**config.mk**
```make
export PLATFORM = sky130hd
export DESIGN_NAME = alu_result_fifo
export DESIGN_NICKNAME = d
export VERILOG_FILES = /design/src/rtl/alu_result_fifo.sv
export SDC_FILE = /design/constraint.sdc
export NUM_CORES = 1
export LEC_CHECK = 0
export ABC_AREA = 1
export CAP_MARGIN = 0
export CELL_PAD_IN_SITES_DETAIL_PLACEMENT = 0
export CELL_PAD_IN_SITES_GLOBAL_PLACEMENT = 2
export CORE_MARGIN = 2
export CORE_UTILIZATION = 36
export DETAILED_ROUTE_END_ITERATION = 6
export HOLD_SLACK_MARGIN = 0.03
export PLACE_DENSITY = 0.78
export SLEW_MARGIN = 20
export SYNTH_ARGS = -nofsm -noshare
export SYNTH_HDL_FRONTEND = slang
export SYNTH_SLANG_ARGS = --single-unit
```
**constraint.sdc**
```tcl
create_clock -name clk -period 2.4 [get_ports clk]
set_input_delay 0.36 -clock clk [delete_from_list [all_inputs] [get_ports clk]]
set_output_delay 0.36 -clock clk [all_outputs]
set_load 0.01 [all_outputs]
```
**src/rtl/alu_result_fifo.sv**
```systemverilog
// First-word-fall-through FIFO for ALU results {out1, out2, cout, zero}.
// The head entry is presented from registers; reads are forced to zero while empty.
module alu_result_fifo #(
  parameter int DEPTH = 4,
  parameter int CW    = 3
) (
  input  logic          clk,
  input  logic          rst_n,
  input  logic          in_valid,
  input  logic [7:0]    out1,
  input  logic [7:0]    out2,
  input  logic          cout,
  input  logic          clr,
  input  logic          out_ready,
  output logic [7:0]    res1,
  output logic [7:0]    res2,
  output logic          res_cout,
  output logic          res_zero,
  output logic          out_valid,
  output logic          full,
  output logic          empty,
  output logic [CW-1:0] count,
  output logic          ovf
);

  localparam int AW = (DEPTH > 1) ? $clog2(DEPTH) : 1;

  typedef struct packed {
    logic [7:0] r1;
    logic [7:0] r2;
    logic       c;
    logic       z;
  } entry_t;

  entry_t        mem_q [DEPTH];
  logic [AW-1:0] wr_ptr_q, wr_ptr_d;
  logic [AW-1:0] rd_ptr_q, rd_ptr_d;
  logic [CW-1:0] count_q, count_d;
  logic          ovf_q, ovf_d;
  logic          is_empty, is_full, push, pop;
  entry_t        wr_entry, head;

  always_comb begin
    is_empty = (count_q == '0);
    is_full  = (count_q == CW'(DEPTH));
    pop      = out_ready && !is_empty;
    // A full FIFO still accepts a write when the head leaves on the same edge.
    push     = in_valid && (!is_full || pop);
    wr_entry = '{r1: out1, r2: out2, c: cout, z: (out1 == 8'h00)};
  end

  always_comb begin
    wr_ptr_d = wr_ptr_q;
    rd_ptr_d = rd_ptr_q;
    count_d  = count_q;
    ovf_d    = ovf_q;
    if (clr) begin
      wr_ptr_d = '0;
      rd_ptr_d = '0;
      count_d  = '0;
      ovf_d    = 1'b0;
    end else begin
      if (push) wr_ptr_d = wr_ptr_q + AW'(1);
      if (pop)  rd_ptr_d = rd_ptr_q + AW'(1);
      if (push && !pop)      count_d = count_q + CW'(1);
      else if (pop && !push) count_d = count_q - CW'(1);
      if (in_valid && !push) ovf_d = 1'b1;
    end
  end

  always_ff @(posedge clk or negedge rst_n) begin
    if (!rst_n) begin
      wr_ptr_q <= '0;
      rd_ptr_q <= '0;
      count_q  <= '0;
      ovf_q    <= 1'b0;
    end else begin
      wr_ptr_q <= wr_ptr_d;
      rd_ptr_q <= rd_ptr_d;
      count_q  <= count_d;
      ovf_q    <= ovf_d;
    end
  end

  // Storage is deliberately unreset; the empty gate below hides stale data.
  always_ff @(posedge clk) begin
    if (push && !clr) mem_q[wr_ptr_q] <= wr_entry;
  end

  always_comb begin
    head      = is_empty ? '0 : mem_q[rd_ptr_q];
    res1      = head.r1;
    res2      = head.r2;
    res_cout  = head.c;
    res_zero  = head.z;
    out_valid = !is_empty;
    full      = is_full;
    empty     = is_empty;
    count     = count_q;
    ovf       = ovf_q;
  end

endmodule

```
==> impl_metrics.env, run 1 <==
export IMPL_setup_viol=0
export IMPL_grt_max_degree=27
export IMPL_layout_setup_ws_ns=0.122
export IMPL_io_pins=47
export IMPL_crit_required_ns=2.04
export IMPL_core_area_sq_um=9150
export IMPL_clk_pin_slew_ns=0.08
export IMPL_antennaDiodeCount=0
export IMPL_syn_to_final_growth_pct=26.7
export IMPL_path_class="reg2out"
export IMPL_numCtsBuffers=9
export IMPL_finalClockSkew_ns=0.0114
export IMPL_clock_path_buffers=2
export IMPL_grt_pass1_vias=2168
export IMPL_dieArea_sq_um=10200
export IMPL_ys_types=29
export IMPL_crit_path_start_kind="register"
export IMPL_r2r_start="count[1]"
export IMPL_grt_use_total_pct=14.4
export IMPL_drive_gt1_share_pct=11.4
export IMPL_detail_route_antenna_nets=0
export IMPL_reg2regPathDepth=13
export IMPL_synth_top_area_cell="edfxtp_1"
export IMPL_yosys_warnings=0
export IMPL_slew_viol_final=0
export IMPL_dpl_instance_area_sq_um=4040
export IMPL_route_vias_total=2206
export IMPL_wl_per_cell_microns=14.8
export IMPL_rsz0062_at_grt="yes"
export IMPL_synthDominantCellAreaShare_pct=64.1
export IMPL_period_needed_ns=2.28
export IMPL_power_leakage_nw=1.58
export IMPL_multi_input_area_sq_um=873
export IMPL_firstDrtPassIters=6
export IMPL_cp_end_kind="primary output"
export IMPL_dpl_hpwl_microns=4350
export IMPL_pre_cts_slack_ns=0.282
export IMPL_fin_area_sq_um=4280
export IMPL_synthTopCellsByArea="edfxtp_1 64%, nor2_1 8.6%, dfrtp_1 5.9%, o21ai_0 4.9%, a21oi_1 3.0%"
export IMPL_via_per_inst=4.79
export IMPL_hold_ws_ns=0.308
export IMPL_layout_nets=372
export IMPL_max_freq_mhz=439
export IMPL_synth_area_sq_um=3370
export IMPL_port_buffer_count=46
export IMPL_antenna_found_initial=0
export IMPL_grt_overflow_total=0
export IMPL_rows=35
export IMPL_hold_violations=0
export IMPL_drt_iter0_markers=121
export IMPL_cts_setup_buffers=0
export IMPL_hold_path_class="in2async"
export IMPL_die_w_microns=101
export IMPL_seq_area_frac_synth_pct=70.0
export IMPL_drv_cap=0
export IMPL_slew_headroom_pct=71.8
export IMPL_power_density_nw_per_um2=1020
export IMPL_place_congestion=0.786
export IMPL_p_total_w=0.00436
export IMPL_mappedNetlistNets=316
export IMPL_synth_seq_cells=80
export IMPL_clkLatencyLatePin_ns=0.35
export IMPL_synthesis_instances=289
export IMPL_r2r_end="count[2]"
export IMPL_peakVddDrop_mv=0.392
export IMPL_status="finished clean"
export IMPL_clock_sinks=80
export IMPL_cts_htree_levels=3
export IMPL_start_util_pct=36.9
export IMPL_drc=0
export IMPL_grt_pass1_wl_microns=10800
export IMPL_avgSynthCellArea_sq_um=11.7
export IMPL_regArea_sq_um=2360
export IMPL_wl_microns=6800
export IMPL_regToRegSetupSlack_ns=0.57
export IMPL_holdBufCountCts=0
export IMPL_fill_cells=815
export IMPL_fin_crit_sh_pct=94.9
export IMPL_chipHeight_microns=101
export IMPL_cts_tree="built"
export IMPL_cts_root_buf="clkbuf_8"
export IMPL_cp_max_fo=26
export IMPL_arrival_ns=1.92
export IMPL_tightest_slew_ns=0.422
worst max path at each step:
stage	startpoint	to	slack (ns)
CTS	rd_ptr_q[0]	res1[0]	0.02
detailed placement	out_ready	count[2]	0.28
global route	rd_ptr_q[0]	res1[7]	-0.05
floorplan	count[1]	mem_q[0][0]	0.42
finish	rd_ptr_q[0]	res2[4]	0.12
global placement	count[1]	res1[1]	0.34
what timing repair did:
| action | 4_1_cts | 5_1_grt |
|---|---|---|
| gates resized for setup | 2 | 5 |
| endpoints found under the setup margin | 5 | 14 |
| pin swaps | 0 | 1 |
cells in the final DEF (no fill, tap or decap), types with 3 or more instances in the layout:
cell type / n
nor2_1: 73
edfxtp_1: 72
clkdlybuf4s50_1: 43
o21ai_0: 33
a21oi_1: 20
nand2_1: 19
inv_1: 16
clkbuf_8: 9
dfrtp_1: 8
nor2_2: 6
o21ai_1: 5
nand3_1: 4
ha_1: 4
buf_12: 4
dlymetal6s2s_1: 3
buf_4: 3
buf_6: 3
worst max-delay path, cell delays in order, from the launching register on:
cell and delay [ns]:
dfrtp_1 0.41, clkinv_1 0.08, buf_6 0.21, o21ai_0 0.12, a21oi_1 0.18, clkdlybuf4s50_1 0.56
logic make-up (layout without fill, tap and decap cells):
group	after synthesis	count (layout)	share of synthesized area [%]
compound gates	59	59	8.86
xor+xnor	1	1	0.260
fa+ha+maj	5	5	2.08
buf+inv	32	93	4.41
flops	80	80	70.0
simple gates	112	112	14.4
synth_stat cells:
cell type and number:
clkbuf_1 3, inv_2 3, nand2_4 2, nand3_4 1, nor2_1 77, o21ai_0 33, inv_1 16, nor4_1 2
ha_1 4, a21oi_2 1, buf_6 1, xor2_1 1, nand3b_2 1, nor3_1 1, edfxtp_1 72, nand3_1 4
clkinv_1 1, dfrtp_1 8, nand2_1 19, o21ai_1 5, inv_4 1, and2_1 1, a21oi_1 20, fa_1 1
buf_4 4, nor2_4 1, nand4_1 1, nor2_2 2, buf_2 3
area by class of cell:
cell class	instances	share of cell area (%)
sequential	80	55.3
multi-input combinational	177	20.4
timing repair buffer	56	14.1
tap	111	3.25
clock buffer	11	3.07
inverter	21	1.96
clock inverter	5	1.90
registers in the layout (all words and copies together), names as in the netlist:
| name | cells |
|---|---|
| ovf | 1 |
| wr_ptr_q | 2 |
| rd_ptr_q | 2 |
| count | 3 |
| mem_q | 72 |
power breakdown:
group	internal (W)	switching (W)
clock network	0.000587	0.000472
logic	0.000738	0.000891
registers	0.00161	0.0000585
through the flow:
stage	std cells	TNS, ns	util, %
6_report	461	0	46.7
5_1_grt	461	-0.122	46.7
2_1_floorplan	289	0	-
4_1_cts	461	0	46.5
3_3_place_gp	445	0	44.2
3_5_place_dp	445	0	44.2
layer usage:
layer  share of wire (%)  track usage [%]  wire [microns]
met1                  44             18.6            3010
met4                 1.3             4.11              86
met3                 4.6             4.51             316
met2                  50             23.5            3390
met5                   0                0               0
Power figures use the tool's default switching activity.
==> run 2, diff against run 1 <==
--- a/config.mk
+++ b/config.mk
@@ -6,7 +6,7 @@
 export NUM_CORES = 1
 export LEC_CHECK = 0
 export ABC_AREA = 1
-export CAP_MARGIN = 0
+export CAP_MARGIN = 10
 export CELL_PAD_IN_SITES_DETAIL_PLACEMENT = 0
 export CELL_PAD_IN_SITES_GLOBAL_PLACEMENT = 2
 export CORE_MARGIN = 2
==> results of run 2 <==
No change in the layout: final DEF, timing and power equal those of run 1.
